File: config.mk
export PLATFORM = sky130hd
export DESIGN_NAME = gru_weight_loader
export DESIGN_NICKNAME = d
export VERILOG_FILES = /design/src/rtl/gru_weight_loader.sv
export SDC_FILE = /design/constraint.sdc
export NUM_CORES = 1
export LEC_CHECK = 0
export CORE_ASPECT_RATIO = 1.4
export CORE_MARGIN = 2
export CORE_UTILIZATION = 40
export DETAILED_ROUTE_END_ITERATION = 8
export PLACE_DENSITY = 0.68
export SLEW_MARGIN = 20
export SYNTH_ARGS = -nofsm -noshare
export SYNTH_HDL_FRONTEND = slang
export SYNTH_SLANG_ARGS = --single-unit
File: constraint.sdc
create_clock -name clk -period 4.9 [get_ports clk]
set_input_delay 0.735 -clock clk [delete_from_list [all_inputs] [get_ports clk]]
set_output_delay 0.735 -clock clk [all_outputs]
set_load 0.1 [all_outputs]
File: src/rtl/gru_weight_loader.sv
// gru_weight_loader: validates a layer header, then streams bias, input-weight and recurrent-weight
// words into the GRU coefficient memories. Define GRU_LOADER_CHECKSUM_EN to require a trailing sum beat.
module gru_weight_loader #(
    parameter int         N        = 24,
    parameter int         M        = 24,
    parameter logic [7:0] LAYER_ID = 8'd1,
    parameter int         ADDR_W   = 16
) (
    input  logic              clk,
    input  logic              rst,
    input  logic              start,
    input  logic [31:0]       s_data,
    input  logic              s_valid,
    output logic              s_ready,
    output logic              wr_en,
    output logic [1:0]        wr_sel,
    output logic [ADDR_W-1:0] wr_addr,
    output logic [31:0]       wr_data,
    output logic              busy,
    output logic              done,
    output logic              error
);
    localparam logic [ADDR_W-1:0] BIAS_LAST  = ADDR_W'(3 * N - 1);
    localparam logic [ADDR_W-1:0] INPUT_LAST = ADDR_W'(3 * N * M - 1);
    localparam logic [ADDR_W-1:0] RECUR_LAST = ADDR_W'(3 * N * N - 1);

`ifdef GRU_LOADER_CHECKSUM_EN
    typedef enum logic [2:0] {
        S_IDLE, S_HEADER, S_BIAS, S_INPUT, S_RECUR, S_CHECK, S_DONE, S_ERROR
    } state_t;
`else
    typedef enum logic [2:0] {
        S_IDLE, S_HEADER, S_BIAS, S_INPUT, S_RECUR, S_DONE, S_ERROR
    } state_t;
`endif

    state_t              r_state;
    state_t              w_state_next;
    logic [ADDR_W-1:0]   r_cnt;
    logic                r_wr_en;
    logic [1:0]          r_wr_sel;
    logic [ADDR_W-1:0]   r_wr_addr;
    logic [31:0]         r_wr_data;
    logic                w_in_load;
    logic                w_payload;
    logic                w_accept;
    logic                w_last;
    logic                w_hdr_ok;
    logic [1:0]          w_sel;
`ifdef GRU_LOADER_CHECKSUM_EN
    logic [31:0]         r_sum;
`endif

    always_comb begin
        w_in_load = 1'b0;
        w_payload = 1'b0;
        w_last    = 1'b0;
        w_sel     = 2'd0;
        case (r_state)
            S_HEADER: w_in_load = 1'b1;
            S_BIAS: begin
                w_in_load = 1'b1;
                w_payload = 1'b1;
                w_last    = (r_cnt == BIAS_LAST);
                w_sel     = 2'd0;
            end
            S_INPUT: begin
                w_in_load = 1'b1;
                w_payload = 1'b1;
                w_last    = (r_cnt == INPUT_LAST);
                w_sel     = 2'd1;
            end
            S_RECUR: begin
                w_in_load = 1'b1;
                w_payload = 1'b1;
                w_last    = (r_cnt == RECUR_LAST);
                w_sel     = 2'd2;
            end
`ifdef GRU_LOADER_CHECKSUM_EN
            S_CHECK: w_in_load = 1'b1;
`endif
            default: ;
        endcase
    end

    // A start pulse takes priority, so the beat offered alongside it is never consumed.
    assign s_ready  = w_in_load && !start;
    assign w_accept = s_valid && s_ready;
    assign w_hdr_ok = (s_data[31:16] == 16'hC0DE) && (s_data[15:8] == LAYER_ID);

    always_comb begin
        w_state_next = r_state;
        if (start) begin
            w_state_next = S_HEADER;
        end else if (w_accept) begin
            case (r_state)
                S_HEADER: w_state_next = w_hdr_ok ? S_BIAS : S_ERROR;
                S_BIAS:   if (w_last) w_state_next = S_INPUT;
                S_INPUT:  if (w_last) w_state_next = S_RECUR;
`ifdef GRU_LOADER_CHECKSUM_EN
                S_RECUR:  if (w_last) w_state_next = S_CHECK;
                S_CHECK:  w_state_next = (s_data == r_sum) ? S_DONE : S_ERROR;
`else
                S_RECUR:  if (w_last) w_state_next = S_DONE;
`endif
                default:  w_state_next = r_state;
            endcase
        end
    end

    always_ff @(posedge clk or posedge rst) begin
        if (rst) begin
            r_state   <= S_IDLE;
            r_cnt     <= '0;
            r_wr_en   <= 1'b0;
            r_wr_sel  <= 2'd0;
            r_wr_addr <= '0;
            r_wr_data <= 32'd0;
        end else begin
            r_state <= w_state_next;
            r_wr_en <= w_accept && w_payload;
            if (w_accept && w_payload) begin
                r_wr_sel  <= w_sel;
                r_wr_addr <= r_cnt;
                r_wr_data <= s_data;
            end
            // One counter serves all regions; it wraps to 0 on each region's last word.
            if (start) begin
                r_cnt <= '0;
            end else if (w_accept && w_payload) begin
                r_cnt <= w_last ? '0 : r_cnt + 1'b1;
            end
        end
    end

`ifdef GRU_LOADER_CHECKSUM_EN
    always_ff @(posedge clk or posedge rst) begin
        if (rst) begin
            r_sum <= 32'd0;
        end else if (start) begin
            r_sum <= 32'd0;
        end else if (w_accept && w_payload) begin
            r_sum <= r_sum + s_data;
        end
    end
`endif

    assign wr_en   = r_wr_en;
    assign wr_sel  = r_wr_sel;
    assign wr_addr = r_wr_addr;
    assign wr_data = r_wr_data;
    assign busy    = w_in_load;
    assign done    = (r_state == S_DONE);
    assign error   = (r_state == S_ERROR);

endmodule

Word level (Yosys, flattened, before mapping)
Cells that the tools add are included.
{"block": "op_classes", "add_sub_neg": 1, "eq_ne": 13, "n_mux": 14, "reduce_logical": 12}
{"operator": "two-way mux 16 bit", "count": 3}
{"operator": "two-way mux 3 bit", "count": 6}
{"operator": "adder 16 x 1 -> 16 bit (second input constant)", "count": 1}
{"operator": "equality test 16 x 11 -> 1 bit (second input constant)", "count": 1}
{"operator": "equality test 16 bit (second input constant)", "count": 1}
{"operator": "equality test 16 x 7 -> 1 bit (second input constant)", "count": 1}
{"operator": "one-hot mux 3 bit (4 select lines)", "count": 1}
{"operator": "equality test 3 bit (second input constant)", "count": 3}
{"operator": "!= test 3 bit (second input constant)", "count": 3}
{"operator": "equality test 8 x 1 -> 1 bit (second input constant)", "count": 1}
{"operator": "equality test 3 x 2 -> 1 bit (second input constant)", "count": 2}
{"operator": "AND reduction 5 bit", "count": 1}
{"operator": "nonzero test 5 bit", "count": 1}
{"operator": "logical AND 1 bit", "count": 4}
{"operator": "one-hot mux 2 bit (2 select lines)", "count": 1}
{"operator": "nonzero test 2 bit", "count": 2}
{"operator": "OR reduction 4 bit", "count": 1}
{"operator": "equality test 3 x 1 -> 1 bit (second input constant)", "count": 1}
{"operator": "OR reduction 3 bit", "count": 1}
{"operator": "two-way mux 1 bit", "count": 2}
{"operator": "one-hot mux 1 bit (2 select lines)", "count": 1}
{"operator": "OR reduction 2 bit", "count": 1}
{"operator": "logical NOT 1 bit", "count": 1}
{"block": "totals", "ff_bits": 70, "input_bits": 36, "output_inout_bits": 55, "word_cells": 46}

Logic depth before layout (Yosys ltp)
{"block": "depth", "depth_word": 8, "depth_mapped": 8, "ltp_nobuf": 7}

Least setup slack after synthesis
OpenSTA, ideal clock, no wires.
{"block": "synth_timing", "path_type": "register to output", "startpoint": "register r_state[0]", "endpoint": "output port s_ready", "t_arrival_ns": 3.230, "required_ns": 4.165, "setup_slack_ns": 0.935, "stages_incl_launch_ff": 5, "path_cell_list": "dfrtp_1 -> clkbuf_1 -> nor2_1 -> xnor2_1 -> and2_1"}
{"block": "synth_via", "elab_chain_cells": 4}
{"item": "from (decl)", "line_no": "37", "source": "state_t r_state;"}
{"item": "from (signal assigned)", "line_no": "120", "source": "r_state <= w_state_next;"}
{"item": "equality test 3 bit, or another cell as far along", "line_no": "59", "source": "case (r_state)"}
{"item": "OR reduction 4 bit (no source line) (*)"}
{"item": "two-way mux 1 bit (*)", "line_no": "59"}
{"item": "named net busy", "line_no": "19", "source": "output logic busy,"}
{"item": "logical AND 1 bit (*)", "line_no": "87", "source": "assign s_ready = w_in_load && !start;"}
{"item": "to (decl)", "line_no": "14", "source": "output logic s_ready,"}
Mark *: on every way through the listed nets, which the timed path passes. The rest lies on a longest branch.

Worst setup path in the final report
{"block": "layout_timing", "startpoint": "register r_state[0]", "endpoint": "output port busy"}
{"block": "layout_via", "elab_chain_cells": 3}
{"item": "equality test 3 bit, or another cell as far along", "line_no": "59"}
{"item": "OR reduction 4 bit (no source line) (*)"}
{"item": "two-way mux 1 bit (*)", "line_no": "59"}
{"item": "to (decl)", "line_no": "19"}
Every way passes the cells marked *; elsewhere a longest branch is shown, timed or not.

==> flow_summary_export.csv <==
group,metric,value,unit
outcome,status,"finished clean",
floorplan,num_rows,38,
power_and_ir_drop,clkPwrFrac,0.236,
drt,vias,2867,
drt,wl_met1,3370,um
clock_network,clk_pin_slew_worst_paths,0.08,ns
clock_network,clock-sinks,70,
timing,period_share,0.643,
timing,slew_viol_final,0,
cells_and_area,final_nets,489,
yosys,ys_warn_count,0,
power_and_ir_drop,sw_frac_of_total,0.477,
drt,highest_layer,"met4",
drt,post_drt_wl_per_cell,14.6,um
power_and_ir_drop,pwr-share-seq,0.308,
drt,dr_wl_met2,4160,um
floorplan,die_x,79.8,um
yosys,ys_top_cells_by_count,"nand2_1, dfrtp_1, nor2_1",
setup_path,start_kind,"flop",
setup_path,cp_max_fo,13,
clock_network,cts_setup_buffers,0,
timing,maxClockFrequency,317,MHz
placement,place_inst,541,
timing,rsz0062_at_grt,"false",
clock_network,cts_root_buffer,"clkbuf_8",
drt,ant_nets,0,
floorplan,die_y,110,um
yosys,synthCells,368,
drt,drc,0,
setup_path,max_stage_delay,1.16,ns
clock_network,cts_made_buffers,9,
timing,timing.setup.tns,0,ns
setup_path,crit_required,4.16,ns
setup_path,critPathCaptureType,"output pin",
timing,fin_worst_skew,0.00762,ns
cells_and_area,diodes,0,
grt,grt_use_total,0.194,
placement,place_hpwl,5620,um
yosys,yosysUniqueCellTypes,42,
power_and_ir_drop,p_per_area,534,mW/mm2
power_and_ir_drop,p_int,1230,uW
setup_path,crit_slowest_cell,"clkdlybuf4s50_1",
drt,drtIter0Drc,231,
drt,firstDrtPassIters,4,
min_path,hold_class,"flop to flop",
drt,met3RoutedLength,501,um
yosys,ys_seq_area_frac,0.544,
timing,worst_pin_slew,0.999,ns
placement,placed_area,0.00418,mm2
placement,portBuffers,90,
cells_and_area,final_util,0.567,
yosys,synth_top_area_cell,"dfrtp_1",
power_and_ir_drop,switchingPower,1130,uW
floorplan,ioPinCount,91,
yosys,synth_flop_cell,"dfrtp_1",
grt,grt_max_degree,52,
yosys,async_flop_share,1.00,
clock_network,cts_hold_buffers,0,
clock_network,cts_max_level,3,
clock_network,cts_tree,"built",
setup_path,cp_cell_sequence,"nor2_1, xnor2_1, clkdlybuf4s50_1",
power_and_ir_drop,irDropWorstVdd,326,uV
cells_and_area,area_growth,37.2,%
power_and_ir_drop,p_leak,0.00203,uW
drt,viasPerCell,5.16,
power_and_ir_drop,p_comb_frac,0.456,
yosys,synth_top_cell_area_share,0.544,
placement,gp_congestion,0.902,
flow_run,maxCapViolCount,0,
yosys,synth-edff-count,0,
timing,min_period,3.15,ns
cells_and_area,fin_area,0.00442,mm2
floorplan,dieArea,0.00880,mm2
timing,final_hold_viol_count,0,
timing,max_slew_margin,0.332,
floorplan,core,0.00780,mm2
setup_path,worstPathArrival,2.42,ns
yosys,synth_area_per_cell,8.75,um2
drt,routed_wl,8140,um
power_and_ir_drop,power.total,2360,uW
cells_and_area,layout-drive-gt1-share,0.0548,
grt,overflow,0,
yosys,synth_seq_cells,70,
yosys,synth_fp_nets,405,
clock_network,post_cts_resized,0,
grt,grt_pass1_vias,2875,
cells_and_area,final_cells,556,
grt,grt_pass1_wl,13300,um
timing,setup_violations,0,
clock_network,clockBufferDepth,2,
clock_network,clock_latency,0.35,ns
yosys,netlist_top_cells_area,"dfrtp_1, nand2_1, xor2_1, o2111ai_1, nor2_1",
grt,antenna_found_initial,0,
yosys,syn_area,0.00322,mm2
setup_path,timing_worst_setup_path_type,"flop to output pin",
floorplan,start_util,0.413,
yosys,synth.most_common_cell,"nand2_1",
[logic make-up after synthesis]
group                    after synthesis  synth area share
adder cells (fa/ha/maj)                1           0.00388
flip-flops                            70             0.544
buffers and inverters                 27            0.0342
AND/OR/NAND/NOR                      215             0.282
AO/OA/AOI/OAI                         40            0.0948
XOR/XNOR                              15            0.0408
[worst max-delay path, delay by kind of cell, from the launching register on]
family	cells	cell delay, ns
flops	1	0.62
xor+xnor	1	0.18
buf+inv	1	1.16
simple gates	1	0.11
[through the flow]
| step | hold slack [ns] | setup WS (ns) |
|---|---|---|
| global placement | 0.456 | 1.59 |
| CTS | 0.480 | 1.75 |
| finish | 0.472 | 1.75 |
| global route | 0.500 | 1.58 |
| floorplan | 0.487 | 0.935 |
| detailed placement | 0.462 | 1.52 |
[layer usage]
| layer | track usage | vias to the layer above |
|---|---|---|
| li1 | - | 1384 |
| met1 | 0.228 | 1379 |
| met2 | 0.342 | 93 |
| met3 | 0.0480 | 11 |
| met4 | 0.0714 | 0 |
| met5 | 0 | - |
[cell type report]
class,instances,area (um2)
multi-input combinational,271,1360
fill,730,3380
sequential,70,1750
tap,100,125
timing repair buffer,92,913
clock inverter,6,111
clock buffer,9,124
inverter,8,31.3
[layout by cell type (no fill, tap or decap), types with 3 or more instances in the layout]
| master | n |
|---|---|
| inv_1 | 6 |
| clkbuf_8 | 9 |
| clkdlybuf4s50_1 | 89 |
| nand2_1 | 153 |
| nor2b_1 | 4 |
| nor2_1 | 24 |
| xor2_1 | 12 |
| xnor2_1 | 3 |
| and3_1 | 3 |
| nor4_1 | 3 |
| buf_4 | 3 |
| o211ai_1 | 7 |
| nand3_1 | 4 |
| a21oi_1 | 5 |
| nor3_1 | 5 |
| nor4b_1 | 4 |
| nand4_1 | 4 |
| dfrtp_1 | 70 |
| bufinv_16 | 3 |
| o2111ai_1 | 11 |
| o21ai_0 | 5 |
[flip-flops by register name, summed over array words and instances (netlist names)]
register  count
r_state       3
wr_sel        2
wr_data      32
r_cnt        16
wr_addr      16
wr_en         1
[power by group through the flow]
| stage | Combinational [uW] | Sequential [uW] | Clock [uW] |
|---|---|---|---|
| 2_1_floorplan | 147 | 1400 | 0 |
| 3_3_place_gp | 1070 | 735 | 0 |
| 3_5_place_dp | 1080 | 740 | 0 |
| 4_1_cts | 1080 | 729 | 568 |
| 5_1_grt | 1120 | 740 | 595 |
| 6_report | 1080 | 728 | 556 |
[worst paths after layout]
check                                   end  cells after the start  slack (ns)   startpoint
worst max-delay path                   busy                      3        1.75   r_state[0]
worst min-delay path            wr_data[20]                      2        0.47  wr_data[20]
worst min register to register  wr_data[20]                      2        0.47  wr_data[20]
worst max register to register     r_cnt[4]                      5        2.25     r_cnt[3]
max in group asynchronous          r_cnt[1]                      3        3.23          rst
min in group asynchronous       wr_data[31]                      2        0.86          rst
No activity file was read; power rests on OpenSTA's default activity.
